File: src/rtl/sub32_seq_if.sv
`default_nettype none
// ============================================================================
// Module   : sub32_seq_if
// Brief    : Operand/result handshake bundle for the sequential subtractor.
// Revision : 1.0
// ============================================================================
interface sub32_seq_if #(
    parameter int N = 32
);
    logic         i_valid;
    logic         i_ready;
    logic [N-1:0] a;
    logic [N-1:0] b;
    logic         b_in;
    logic         o_valid;
    logic         o_ready;
    logic [N-1:0] diff;
    logic         b_out;
    logic         zero;
    logic         neg;
    logic         ovf;

    modport master (
        output i_valid, a, b, b_in, o_ready,
        input  i_ready, o_valid, diff, b_out, zero, neg, ovf
    );

    modport slave (
        input  i_valid, a, b, b_in, o_ready,
        output i_ready, o_valid, diff, b_out, zero, neg, ovf
    );
endinterface
`default_nettype wire

File: src/rtl/sub32_seq.sv
`default_nettype none
// ============================================================================
// Module   : sub32_seq
// Brief    : Multi-cycle N-bit subtractor, W bits per cycle, with ALU flags.
// Revision : 1.0
// ============================================================================
module sub32_seq #(
    parameter int N = 32,
    parameter int W = 8
) (
    input  wire logic     clk,
    input  wire logic     rst,
    sub32_seq_if.slave    bus
);
    localparam int        c_NCH   = N / W;
    localparam int        c_KW    = (c_NCH > 1) ? $clog2(c_NCH) : 1;
    localparam logic [c_KW-1:0] c_K_LAST = c_KW'(c_NCH - 1);

    typedef enum logic [1:0] {
        S_IDLE = 2'd0,
        S_RUN  = 2'd1,
        S_DONE = 2'd2
    } state_t;

    state_t            r_state;
    logic [c_KW-1:0]   r_k;
    logic [N-1:0]      r_a;
    logic [N-1:0]      r_b;
    logic              r_borrow;
    logic [N-1:0]      r_diff;
    logic              r_b_out;
    logic              r_zero;
    logic              r_neg;
    logic              r_ovf;
    logic              r_o_valid;
    logic              r_i_ready;

    logic [W-1:0]      w_a_sl;
    logic [W-1:0]      w_b_sl;
    logic [W:0]        w_sub;
    logic [N-1:0]      w_diff_next;

    // One W-bit borrow-chained slice; the top bit of w_sub is the slice borrow.
    always_comb begin
        w_a_sl      = r_a[r_k*W +: W];
        w_b_sl      = r_b[r_k*W +: W];
        w_sub       = {1'b0, w_a_sl} - {1'b0, w_b_sl} - {{W{1'b0}}, r_borrow};
        w_diff_next = r_diff;
        w_diff_next[r_k*W +: W] = w_sub[W-1:0];
    end

    always_ff @(posedge clk) begin
        if (rst) begin
            r_state   <= S_IDLE;
            r_k       <= '0;
            r_a       <= '0;
            r_b       <= '0;
            r_borrow  <= 1'b0;
            r_diff    <= '0;
            r_b_out   <= 1'b0;
            r_zero    <= 1'b0;
            r_neg     <= 1'b0;
            r_ovf     <= 1'b0;
            r_o_valid <= 1'b0;
            r_i_ready <= 1'b1;
        end else begin
            case (r_state)
                S_IDLE: begin
                    if (bus.i_valid) begin
                        r_a       <= bus.a;
                        r_b       <= bus.b;
                        r_borrow  <= bus.b_in;
                        r_k       <= '0;
                        r_i_ready <= 1'b0;
                        r_state   <= S_RUN;
                    end
                end
                S_RUN: begin
                    r_diff   <= w_diff_next;
                    r_borrow <= w_sub[W];
                    if (r_k == c_K_LAST) begin
                        // Flags come from the completed word and the final borrow.
                        r_k       <= '0;
                        r_b_out   <= w_sub[W];
                        r_zero    <= (w_diff_next == '0);
                        r_neg     <= w_diff_next[N-1];
                        r_ovf     <= (r_a[N-1] != r_b[N-1]) && (w_diff_next[N-1] != r_a[N-1]);
                        r_o_valid <= 1'b1;
                        r_state   <= S_DONE;
                    end else begin
                        r_k <= r_k + c_KW'(1);
                    end
                end
                S_DONE: begin
                    if (bus.o_ready) begin
                        r_o_valid <= 1'b0;
                        r_i_ready <= 1'b1;
                        r_state   <= S_IDLE;
                    end
                end
                default: begin
                    r_o_valid <= 1'b0;
                    r_i_ready <= 1'b1;
                    r_state   <= S_IDLE;
                end
            endcase
        end
    end

    assign bus.i_ready = r_i_ready;
    assign bus.o_valid = r_o_valid;
    assign bus.diff    = r_diff;
    assign bus.b_out   = r_b_out;
    assign bus.zero    = r_zero;
    assign bus.neg     = r_neg;
    assign bus.ovf     = r_ovf;
endmodule
`default_nettype wire

File: src/flat_wrapper.sv
// flat-port wrapper written by rule: the top's interface ports become plain ports
module sub32_seq_flat 
#(
    parameter int N = 32,
    parameter int W = 8
)
  (clk, rst, bus_i_valid, bus_a, bus_b, bus_b_in, bus_o_ready, bus_i_ready, bus_o_valid, bus_diff, bus_b_out, bus_zero, bus_neg, bus_ovf);
  sub32_seq_if #(.N(N)) bus_i ();
  input  wire logic clk;
  input  wire logic rst;
  input wire logic [$bits(bus_i.i_valid)-1:0] bus_i_valid;
  input wire logic [$bits(bus_i.a)-1:0] bus_a;
  input wire logic [$bits(bus_i.b)-1:0] bus_b;
  input wire logic [$bits(bus_i.b_in)-1:0] bus_b_in;
  input wire logic [$bits(bus_i.o_ready)-1:0] bus_o_ready;
  output wire logic [$bits(bus_i.i_ready)-1:0] bus_i_ready;
  output wire logic [$bits(bus_i.o_valid)-1:0] bus_o_valid;
  output wire logic [$bits(bus_i.diff)-1:0] bus_diff;
  output wire logic [$bits(bus_i.b_out)-1:0] bus_b_out;
  output wire logic [$bits(bus_i.zero)-1:0] bus_zero;
  output wire logic [$bits(bus_i.neg)-1:0] bus_neg;
  output wire logic [$bits(bus_i.ovf)-1:0] bus_ovf;
  assign bus_i.i_valid = bus_i_valid;
  assign bus_i.a = bus_a;
  assign bus_i.b = bus_b;
  assign bus_i.b_in = bus_b_in;
  assign bus_i.o_ready = bus_o_ready;
  assign bus_i_ready = bus_i.i_ready;
  assign bus_o_valid = bus_i.o_valid;
  assign bus_diff = bus_i.diff;
  assign bus_b_out = bus_i.b_out;
  assign bus_zero = bus_i.zero;
  assign bus_neg = bus_i.neg;
  assign bus_ovf = bus_i.ovf;
  sub32_seq #(.N(N), .W(W)) u_core (.clk(clk), .rst(rst), .bus(bus_i));
endmodule
File: config.mk
export PLATFORM = sky130hd
export DESIGN_NAME = sub32_seq_flat
export DESIGN_NICKNAME = d
export VERILOG_FILES = /design/src/rtl/sub32_seq_if.sv /design/src/rtl/sub32_seq.sv /design/src/flat_wrapper.sv
export SDC_FILE = /design/constraint.sdc
export NUM_CORES = 1
export LEC_CHECK = 0
export CORE_MARGIN = 2
export CORE_UTILIZATION = 51
export CTS_CLUSTER_SIZE = 24
export DETAILED_ROUTE_END_ITERATION = 16
export PLACE_DENSITY = 0.81
export SLEW_MARGIN = 10
export SYNTH_ARGS = -nofsm -noshare
export SYNTH_HDL_FRONTEND = slang
export SYNTH_SLANG_ARGS = --single-unit
File: constraint.sdc
create_clock -name clk -period 4.97 [get_ports clk]
set_input_delay 0.994 -clock clk [delete_from_list [all_inputs] [get_ports clk]]
set_output_delay 0.994 -clock clk [all_outputs]
set_load 0.03 [all_outputs]
==> results.ini <==
[critical_path]
critical_path.n_buffers_inverters = 1
crit_path_start_kind = flip-flop
max_stage_delay_ns = 0.54
critPathArrivalTime_ns = 4.22
end_kind = flip-flop
critical_path_class = reg2reg
crit_family = adder cells
critical_path.most_common_cell = fa_1
critPathSlowestCell = mux4_2
critical_path_required_ns = 5.24
critical_path.cell_chain = buf_4 > mux4_2 > fa_1 > fa_1 > nand2b_1 > a2111o_1 > and2_1 > xor2_1 > a211oi_1 > a31o_2
timing.critical_path.fanout_max = 14
ff2ff_setup_slack_ns = 1.02

[cts]
h-tree-depth = 3
numCtsBuffers = 9
clk_sinks = 107
clkLatencyLatePin_ns = 0.37
cts.clk_slew.worst_paths_ns = 0.11
cts_hold_buf = 0
cts_root_buffer = clkbuf_8
cts_resized = 0
clock_tree.buffer_depth = 2
post_cts_setup_buffer_count = 0
cts_tree = built

[status]
outcome = complete, no violations

[timing]
grt_setup_unrepaired = no
finalSetupViolCount = 0
timing_max_transition_violations_final = 0
finalSetupTns_ns = 0
worstMarginPinSlew_ns = 1.23
max_freq_mhz = 253
max-slew-margin-rel_pct = 17.8
setup_slack_ns = 1.02
skew_ns = 0.0135
finalHoldViolations = 0
hold_ws_ns = 0.460
final.min_clock_period_ns = 3.95
layout_worst_path_cycle_share_pct = 79.4

[placement]
worst_case_setup_slack_after_placement_ns = 1.11
routabilityCongestion = 0.934
placed_cells = 778
post-dp-hpwl_um = 8850
place.port_buffers = 106
detailed_place.area_sq_mm = 0.00597

[cells_and_area]
final_standard_cell_count_with_taps_included_and_fillers_excluded = 794
finish.utilization_pct = 66.9
layout-area-overhead-vs-synth_pct = 27.6
final_nets = 749
drive_above_1_share_pct = 6.77
diodes = 0
layout.cell_area.non_filler_sq_mm = 0.00618

[route]
routed_wl_um = 12200
avgViaCountPerCell = 5.55
dr.pass1.iters = 5
ant_nets = 0
average_wire_length_per_cell_after_detail_routing_um = 15.4
drt_iter0_markers = 322
drcViolationCount = 0
dr_total_vias = 4404

[floorplan]
floorplan_die_area_sq_mm = 0.0103
die_w_um = 101
starting_density_pct = 52.5
ios = 107
core_region_area_sq_mm = 0.00924
num_rows = 35
die_height_um = 101

[power_and_ir_drop]
sw_frac_of_total_pct = 31.9
sequentialPowerShare_pct = 46.9
net-switching-power_mw = 0.630
internal_power_mw = 1.35
p_leak_nw = 2.26
part_of_the_power_in_the_clock_network_pct = 28.1
power.share.combinational_pct = 25.0
irDropWorstVdd_v = 0.000147
finalPower_mw = 1.98
power_density_mw_per_mm2 = 320

[synthesis]
synth_top_flop_cell = dfxtp_1
synth_area_sq_mm = 0.00485
postSynthNetCount = 661
yosysWarningCount = 0
synth.distinct_cells = 46
postSynthAreaPerCell_sq_um = 8.47
synth_enable_flop_cells = 0
post_synthesis_cell_count = 572
postSynthRegisterBits = 107
synth.yosys.seq_area_share_pct = 44.2
asyncSetResetFlopFracSynth_pct = 0

[flow_run]
drv.max_cap_violation_count = 0

[global_routing]
grt_pass1_wl_um = 20100
maximum_number_of_pins_on_one_net_before_global_route_repair = 108
grt_antenna_before_repair = 0
first_global_vias = 4226
global_route.usage.total_pct = 24.8
gr-total-overflow = 0

[hold_path]
worst_hold_path_type = reg2reg

layer usage:
| metal | global-route usage [%] | share of wire [%] |
|---|---|---|
| met3 | 3.73 | 6.7 |
| met5 | 0 | 0 |
| met2 | 42.0 | 48 |
| met4 | 9.67 | 1.9 |
| met1 | 32.0 | 44 |
worst paths after layout:
check,from,endpoint,cells past startpoint
max,u_core.r_k[0]$_SDFFE_PP0P_,u_core.bus.zero$_SDFFE_PP0P_,10
min,u_core.r_b[25]$_SDFFE_PP0P_,u_core.r_b[25]$_SDFFE_PP0P_,2
max reg2reg,u_core.r_k[0]$_SDFFE_PP0P_,u_core.bus.zero$_SDFFE_PP0P_,10
min reg2reg,u_core.r_b[25]$_SDFFE_PP0P_,u_core.r_b[25]$_SDFFE_PP0P_,2
placed cells by master (no fill, tap or decap), types with 3 or more instances in the layout:
| cell type | n |
|---|---|
| buf_4 | 4 |
| a21oi_1 | 77 |
| nand2_1 | 140 |
| xnor2_1 | 4 |
| nand2b_1 | 6 |
| clkbuf_8 | 9 |
| ha_1 | 18 |
| dfxtp_1 | 107 |
| nor2b_1 | 4 |
| clkdlybuf4s50_1 | 105 |
| nor3_1 | 3 |
| a22oi_1 | 32 |
| nor4_1 | 4 |
| inv_6 | 4 |
| mux4_2 | 16 |
| o21ai_0 | 6 |
| a211oi_1 | 4 |
| nor2_1 | 56 |
| inv_1 | 22 |
cell type report:
cell class              instances  area, sq um
fillers                       739         3060
multi-input cells             410         2510
flip-flops and latches        107         2140
repair buffers                110         1090
well taps                     129          161
clock buffers                   9          124
inverters                      22         82.6
clock inverters                 7         80.1
worst register-to-register path, cell delays in order, from the launching register on:
cell and delay (ns):
dfxtp_1 0.52, buf_4 0.28, mux4_2 0.54, fa_1 0.46, fa_1 0.45, nand2b_1 0.19
a2111o_1 0.43, and2_1 0.17, xor2_1 0.40, a211oi_1 0.14, a31o_2 0.27
kinds of logic after synthesis:
| family | count (synthesis) | share of synthesized area, % |
|---|---|---|
| AO/OA/AOI/OAI | 134 | 17.1 |
| XOR/XNOR | 6 | 1.08 |
| adder cells (fa/ha/maj) | 20 | 5.47 |
| buffers and inverters | 55 | 4.28 |
| flip-flops | 107 | 44.2 |
| multiplexers | 16 | 7.43 |
| AND/OR/NAND/NOR | 234 | 20.4 |
power groups by stage:
stage	sequential, mW	combinational (mW)	clock (mW)
2_1_floorplan	0.951	0.308	0
3_3_place_gp	0.944	0.470	0
3_5_place_dp	0.946	0.483	0
4_1_cts	0.927	0.485	0.561
5_1_grt	0.933	0.538	0.593
6_report	0.927	0.494	0.555
state kept, by name, indices dropped and copies added, names as in the netlist:
register / flops
u_core.bus.b_out: 1
u_core.bus.diff: 32
u_core.bus.i_ready: 1
u_core.bus.neg: 1
u_core.bus.o_valid: 1
u_core.bus.ovf: 1
u_core.bus.zero: 1
u_core.r_a: 32
u_core.r_b: 32
u_core.r_borrow: 1
u_core.r_k: 2
u_core.r_state: 2
Yosys cell counts, types with 2 or more instances:
library cell / instances / area (sq um)
a211oi_1: 4 / 30.0
a21oi_1: 77 / 385
a22oi_1: 32 / 240
a31o_2: 2 / 17.5
a31oi_1: 2 / 12.5
and2_1: 2 / 12.5
buf_1: 7 / 26.3
clkbuf_1: 25 / 93.8
dfxtp_1: 107 / 2140
fa_1: 2 / 40.0
ha_1: 18 / 225
inv_1: 22 / 82.6
mux4_2: 16 / 360
nand2_1: 141 / 529
nand2b_1: 6 / 37.5
nand3_1: 2 / 10.0
nor2_1: 56 / 210
nor2b_1: 4 / 25.0
nor3_1: 3 / 15.0
nor3b_1: 2 / 15.0
nor4_1: 5 / 31.3
o21ai_0: 6 / 30.0
or2_2: 2 / 12.5
or3_1: 2 / 12.5
or4_1: 2 / 15.0
xnor2_1: 4 / 35.0
xor2_1: 2 / 17.5
No activity file was read; power rests on OpenSTA's default activity.
